<file path="config.mk">
export PLATFORM = sky130hd
export DESIGN_NAME = xc_pshift_seq_flat
export DESIGN_NICKNAME = d
export VERILOG_FILES = /design/src/rtl/xc_pshift_seq_if.sv /design/src/rtl/xc_pshift_seq.sv /design/src/flat_wrapper.sv
export SDC_FILE = /design/constraint.sdc
export NUM_CORES = 1
export LEC_CHECK = 0
export BUFFER_PORTS_ARGS = -buffer_cell sky130_fd_sc_hd__buf_2
export CAP_MARGIN = 30
export CELL_PAD_IN_SITES_DETAIL_PLACEMENT = 1
export CELL_PAD_IN_SITES_GLOBAL_PLACEMENT = 2
export CORE_MARGIN = 3
export CORE_UTILIZATION = 39
export CTS_CLUSTER_SIZE = 10
export DETAILED_ROUTE_END_ITERATION = 10
export GPL_ROUTABILITY_DRIVEN = 0
export PLACE_DENSITY = 0.95
export SYNTH_ARGS = -nofsm -noshare
export SYNTH_HDL_FRONTEND = slang
export SYNTH_SLANG_ARGS = --single-unit
</file>
<file path="constraint.sdc">
create_clock -name g_clk -period 9.3 [get_ports g_clk]
set_input_delay 0.93 -clock g_clk [delete_from_list [all_inputs] [get_ports g_clk]]
set_output_delay 0.93 -clock g_clk [all_outputs]
set_load 0.005 [all_outputs]
</file>
<file path="src/rtl/xc_pshift_seq_if.sv">
// Request/response bundle for xc_pshift_seq: requester drives the i_* side, the shifter drives o_*.
interface xc_pshift_seq_if #(
  parameter int XLEN = 32
);
  localparam int LW = $clog2(XLEN);

  logic            i_valid;
  logic            o_ready;
  logic [1:0]      i_op;
  logic [2:0]      i_pw;
  logic [LW-1:0]   i_shamt;
  logic [XLEN-1:0] i_rs1;
  logic            i_flush;
  logic            o_valid;
  logic            i_ready;
  logic [XLEN-1:0] o_result;
  logic            o_illegal;

  modport master (
    output i_valid, i_op, i_pw, i_shamt, i_rs1, i_flush, i_ready,
    input  o_ready, o_valid, o_result, o_illegal
  );

  modport slave (
    input  i_valid, i_op, i_pw, i_shamt, i_rs1, i_flush, i_ready,
    output o_ready, o_valid, o_result, o_illegal
  );
endinterface

</file>
<file path="src/rtl/xc_pshift_seq.sv">
// Iterative packed-lane shifter (SLL/SRL, ROR when XC_PSHIFT_ROT_EN is defined), SPC bits per cycle.
// Latency 1+ceil(eff/SPC) from accept; one op in flight, result held in DONE until i_ready; i_flush aborts.
module xc_pshift_seq #(
  parameter int XLEN = 32,
  parameter int SPC  = 4
) (
  input  logic             g_clk,
  input  logic             g_reset,
  xc_pshift_seq_if.slave   bus
);
  localparam int LW = $clog2(XLEN);

  typedef enum logic [1:0] {IDLE, BUSY, DONE} state_t;

  state_t          state_q, state_d;
  logic [XLEN-1:0] data_q;
  logic [LW-1:0]   rem_q;
  logic [1:0]      op_q;
  logic [2:0]      pw_q;
  logic            illegal_q;

  logic [LW-1:0]   lane_msk;
  logic [LW-1:0]   eff;
  logic [LW-1:0]   step;
  logic            req_illegal;
  logic            accept;

  // Whole-word shift, then mask off bits that crossed a lane boundary.
  function automatic logic [XLEN-1:0] lane_shift(
    input logic [XLEN-1:0] x,
    input logic [1:0]      op,
    input logic [2:0]      pw,
    input logic [LW-1:0]   s
  );
    int              w;
    int              si;
    logic [XLEN-1:0] keep_lo;
    logic [XLEN-1:0] keep_hi;
    logic [XLEN-1:0] res;
    w  = XLEN >> pw;
    si = int'(s);
    for (int i = 0; i < XLEN; i++) begin
      keep_lo[i] = (((i & (w - 1)) + si) < w);
      keep_hi[i] = ((i & (w - 1)) >= si);
    end
    case (op)
      2'b00:   res = (x << si) & keep_hi;
      2'b01:   res = (x >> si) & keep_lo;
`ifdef XC_PSHIFT_ROT_EN
      2'b10:   res = ((x >> si) & keep_lo) | ((x << (w - si)) & ~keep_lo);
`endif
      default: res = x;
    endcase
    return res;
  endfunction

  always_comb begin
    lane_msk = LW'((XLEN >> bus.i_pw) - 1);
    eff      = bus.i_shamt & lane_msk;
`ifdef XC_PSHIFT_ROT_EN
    req_illegal = (bus.i_op == 2'b11) || (int'(bus.i_pw) > LW - 1);
`else
    req_illegal = bus.i_op[1] || (int'(bus.i_pw) > LW - 1);
`endif
    step = (int'(rem_q) < SPC) ? rem_q : LW'(SPC);
  end

  always_ff @(posedge g_clk or posedge g_reset) begin
    if (g_reset) state_q <= IDLE;
    else         state_q <= state_d;
  end

  always_comb begin
    state_d      = state_q;
    bus.o_ready  = 1'b0;
    bus.o_valid  = 1'b0;
    accept       = 1'b0;
    case (state_q)
      IDLE: begin
        bus.o_ready = !bus.i_flush;
        accept      = bus.i_valid && !bus.i_flush;
        if (accept) state_d = (req_illegal || eff == '0) ? DONE : BUSY;
      end
      BUSY: begin
        if (rem_q == step) state_d = DONE;
      end
      DONE: begin
        bus.o_valid = 1'b1;
        if (bus.i_ready) state_d = IDLE;
      end
      default: state_d = IDLE;
    endcase
    if (bus.i_flush) state_d = IDLE;
  end

  always_ff @(posedge g_clk or posedge g_reset) begin
    if (g_reset) begin
      data_q    <= '0;
      rem_q     <= '0;
      op_q      <= '0;
      pw_q      <= '0;
      illegal_q <= 1'b0;
    end else if (bus.i_flush) begin
      rem_q <= '0;
    end else if (accept) begin
      op_q      <= bus.i_op;
      pw_q      <= bus.i_pw;
      illegal_q <= req_illegal;
      rem_q     <= req_illegal ? '0 : eff;
      data_q    <= req_illegal ? '0 : bus.i_rs1;
    end else if (state_q == BUSY) begin
      data_q <= lane_shift(data_q, op_q, pw_q, step);
      rem_q  <= rem_q - step;
    end
  end

  assign bus.o_result  = data_q;
  assign bus.o_illegal = illegal_q;
endmodule

</file>
<file path="src/flat_wrapper.sv">
// flat-port wrapper written by rule: the top's interface ports become plain ports
module xc_pshift_seq_flat 
#(
  parameter int XLEN = 32,
  parameter int SPC  = 4
)
  (g_clk, g_reset, bus_i_valid, bus_i_op, bus_i_pw, bus_i_shamt, bus_i_rs1, bus_i_flush, bus_i_ready, bus_o_ready, bus_o_valid, bus_o_result, bus_o_illegal);
  xc_pshift_seq_if #(.XLEN(XLEN)) bus_i ();
  input  logic g_clk;
  input  logic g_reset;
  input wire logic [$bits(bus_i.i_valid)-1:0] bus_i_valid;
  input wire logic [$bits(bus_i.i_op)-1:0] bus_i_op;
  input wire logic [$bits(bus_i.i_pw)-1:0] bus_i_pw;
  input wire logic [$bits(bus_i.i_shamt)-1:0] bus_i_shamt;
  input wire logic [$bits(bus_i.i_rs1)-1:0] bus_i_rs1;
  input wire logic [$bits(bus_i.i_flush)-1:0] bus_i_flush;
  input wire logic [$bits(bus_i.i_ready)-1:0] bus_i_ready;
  output wire logic [$bits(bus_i.o_ready)-1:0] bus_o_ready;
  output wire logic [$bits(bus_i.o_valid)-1:0] bus_o_valid;
  output wire logic [$bits(bus_i.o_result)-1:0] bus_o_result;
  output wire logic [$bits(bus_i.o_illegal)-1:0] bus_o_illegal;
  assign bus_i.i_valid = bus_i_valid;
  assign bus_i.i_op = bus_i_op;
  assign bus_i.i_pw = bus_i_pw;
  assign bus_i.i_shamt = bus_i_shamt;
  assign bus_i.i_rs1 = bus_i_rs1;
  assign bus_i.i_flush = bus_i_flush;
  assign bus_i.i_ready = bus_i_ready;
  assign bus_o_ready = bus_i.o_ready;
  assign bus_o_valid = bus_i.o_valid;
  assign bus_o_result = bus_i.o_result;
  assign bus_o_illegal = bus_i.o_illegal;
  xc_pshift_seq #(.XLEN(XLEN), .SPC(SPC)) u_core (.g_clk(g_clk), .g_reset(g_reset), .bus(bus_i));
endmodule
</file>
==> results.txt <==
* Total track usage: 31.8%
- Highest clock frequency the design can meet: approximately 190 MHz
* Final design utilization: a little over two fifths
* Ratio of cells with drive above 1 in the final layout: 13.7%
* Worst min-delay path category: reg -> reg
* Yosys top cell by area: ha_1
* Yosys top cell area share: 17.1%
- The clock passes through at most 2 buffers.
- Count of vias placed by the detailed router: 9080
- Largest net degree at the start of global routing: slightly above 60
- The worst register-to-register path begins at u_core.rem_q[3]$_DFFE_PP0P_.
- The number of endpoints with negative hold slack in the final report is 0.
* Min Clock Period, post-route: 5240 ps
* Wire length of the first global-routing pass: 55.0 mm
* Via count of the first global-routing pass: 9095
- Number of clock buffers inserted by TritonCTS: 5
- The net count of the finished layout is ~1200.
- Final setup TNS: 0 ps
- From synthesis to final layout, the design area changed by 8.64%.
* Worst Path Max Fanout: 47
* CTS H-tree lvls: 2
* Category of the worst setup path capture point: flip-flop
- Portion of the post-synthesis area used by sequential elements: 14.1%
* CTS tree: done
- The count of nets left with antenna violations once routing finished came out at 0.
- Predominant post-synthesis flop cell: dfrtp_1
- Max-capacitance violation count: 0
- The library cells used most frequently in the layout, excluding fill and tap cells, are nand2_1, a21oi_1, ha_1.
- Detailed Route WL: 35.9 mm
- The initial antenna violation count was 0.
- Unrepaired setup endpoints after global routing: no
- Synthesis produced 1064 cells.
- Critical Path RT: 9550 ps
- The initial utilization of the core area, before any placement, comes to 40.4%.
- For this run the aggregate overflow at the end of global routing stands at 0.
* Critical path launch point type: flip-flop
- Post-route DRC: 0
- Slew Viols, Final: 0
- Number of top-level design ports: 82
- DRT Pass-1 Iters: 6
* Total of hold buffers inserted after clock tree synthesis: 0
* Leading cell types by total area after synthesis: ha_1, dfrtp_1, a21oi_1, nand2_1, mux2i_1
- For this design, the sink count on the clock tree is 45.
- The library cell used most frequently in the layout, excluding fill and tap cells, is nand2_1.
- Flip-flop and latch count after synthesis: 45
- Height of the die: 149 um
* Yosys warning count: 0
- DR WL/cell: around 27 um
* Final worst setup slack: 4060 ps
* Leakage: 3.72 nW
- Root cell of the clock tree: clkbuf_16
* Worst-path cell with the longest stage delay: inv_1
- Transition time at the pin with the least slew margin: between 800 and 900 ps
- Worst Setup SP: u_core.rem_q[3]$_DFFE_PP0P_
- The later pin in the worst-skew pair is clocked with a latency of 310 ps.
- Clock Skew: about 7.3 ps
- Overall die area: 22200 sq um
* CTS clock-pin slew for the worst setup and hold paths: 80 ps
- Before CTS, the worst setup slack after placement is about 4300 ps.
- Dividing total power by cell area gives a power density of 281 nW/um^2.
- Total half-perimeter wirelength after legalization and detailed placement: roughly 26 mm
- Dividing the synthesized area by the synthesized cell count gives 7.51 sq um.
- 0 antenna diodes ended up in the layout.
- CTS resizes: 0
- Type of the worst setup path: reg -> reg
- Horiz. Die Dim: ~150 um
- The number of setup buffers added after CTS is 0.
- Outcome: finished, final reports clean
- The synthesized netlist contains 78 unique library cells.
* Share of the clock period used by the worst path after layout: 56.4%
- Setup violations remaining at the end of the flow were counted as 0.
* Initial DRC Count: 998
- VDD IR-drop max: 0.107 mV
- Vias per cell: 6.75
* Startpoint of the lowest-slack hold path: u_core.bus.o_illegal$_DFFE_PP0P_
* Cell chain of the critical path: or3_2 -> inv_2 -> buf_4 -> nand2_1 -> inv_1 -> ha_1 -> fa_1 -> ha_1 -> nand3_1 -> nand2_1 -> a2111oi_0 -> o21ai_0 -> a41oi_1 -> o22a_1
- Of all flip-flops after synthesis, the portion carrying an async set or reset was 100%.
* Total design power: 0.00244 W
- Port Buffer Count: 81
- Placement Rows: 51
* Area of the mapped netlist: 7990 sq um
- Number of enable-type register cells in the synthesized netlist: 0
- Delay contributed by the slowest stage of the critical path: roughly 700 ps
- The worst pin sits at a relative slew slack of 39.0%.
- The core region is 19800 sq um.
* Critical Path AT: 5490 ps
worst max-delay path, delay by kind of cell (launching register included):
family	cells	cell delay, ps
buffers and inverters	3	1240
AO/OA/AOI/OAI	4	1170
AND/OR/NAND/NOR	4	1130
adder cells (fa/ha/maj)	3	1120
flip-flops	1	510
sequential cells by signal, summed over array words and instances (netlist names):
name and flops:
u_core.bus.o_illegal 1, u_core.bus.o_result 32, u_core.op_q 2, u_core.pw_q 3
u_core.rem_q 5, u_core.state_q 2
per-layer routing:
layer	track usage (%)	vias up	part of all wire [%]
li1	-	3993	-
met1	44.4	4449	42
met2	48.4	535	43
met3	5.71	103	10
met4	12.8	0	4.6
met5	0	-	0
cell usage after synthesis (12+ instances only):
cell and instances:
dfrtp_1 45, nand3_1 22, a21oi_1 116, nor2_1 64
inv_1 36, nand2_1 131, a21o_1 13, nand4_1 17
o21ai_0 64, a31oi_1 14, a2111oi_0 13, xnor2_1 19
a211oi_1 25, mux2i_1 36, nor3_1 23, clkbuf_1 81
mux4_2 12, o211ai_1 14, a221oi_1 14, buf_2 16
ha_1 109
path summary, 6_finish.rpt:
path | endpoint | slack (ps) | cells past startpoint
max reg2reg | u_core.bus.o_result[22]$_DFFE_PP0P_ | 4060 | 14
min | u_core.bus.o_illegal$_DFFE_PP0P_ | 510 | 2
max in group asynchronous | u_core.rem_q[0]$_DFFE_PP0P_ | 8020 | 3
max | u_core.bus.o_result[22]$_DFFE_PP0P_ | 4060 | 14
min reg2reg | u_core.bus.o_illegal$_DFFE_PP0P_ | 510 | 2
min in group asynchronous | u_core.bus.o_result[1]$_DFFE_PP0P_ | 790 | 3
cell families (layout without fill, tap and decap cells):
| family | Yosys count | in the layout | synth area share (%) |
|---|---|---|---|
| simple gates | 317 | 317 | 19.0 |
| mux | 60 | 60 | 9.96 |
| flops | 45 | 45 | 14.1 |
| buf+inv | 151 | 148 | 7.89 |
| xor+xnor | 23 | 23 | 2.52 |
| fa+ha+maj | 112 | 112 | 17.8 |
| other cells | 2 | 22 | 0.0940 |
| compound gates | 354 | 354 | 28.7 |
report_power, final:
part | switching, W | internal, W
combinational | 0.00107 | 0.000678
clock | 0.0000964 | 0.000128
sequential | 0.000219 | 0.000253
cell type report:
| cell class | count | area [sq um] |
|---|---|---|
| fillers | 2536 | 11100 |
| multi-input cells | 888 | 6350 |
| flip-flops and latches | 45 | 1130 |
| repair buffers | 102 | 563 |
| well taps | 265 | 332 |
| inverters | 38 | 143 |
| clock buffers | 5 | 125 |
| clock inverters | 3 | 46.3 |
per-stage QoR:
| stage | instance area [sq um] | hold slack, ps | std cells |
|---|---|---|---|
| 2_1_floorplan | 8070 | 461 | 1084 |
| 3_3_place_gp | 8510 | 477 | 1338 |
| 3_5_place_dp | 8510 | 495 | 1338 |
| 4_1_cts | 8680 | 513 | 1346 |
| 5_1_grt | 8680 | 563 | 1346 |
| 6_report | 8680 | 506 | 1346 |
Note: power is estimated with default switching activity, not from simulation.
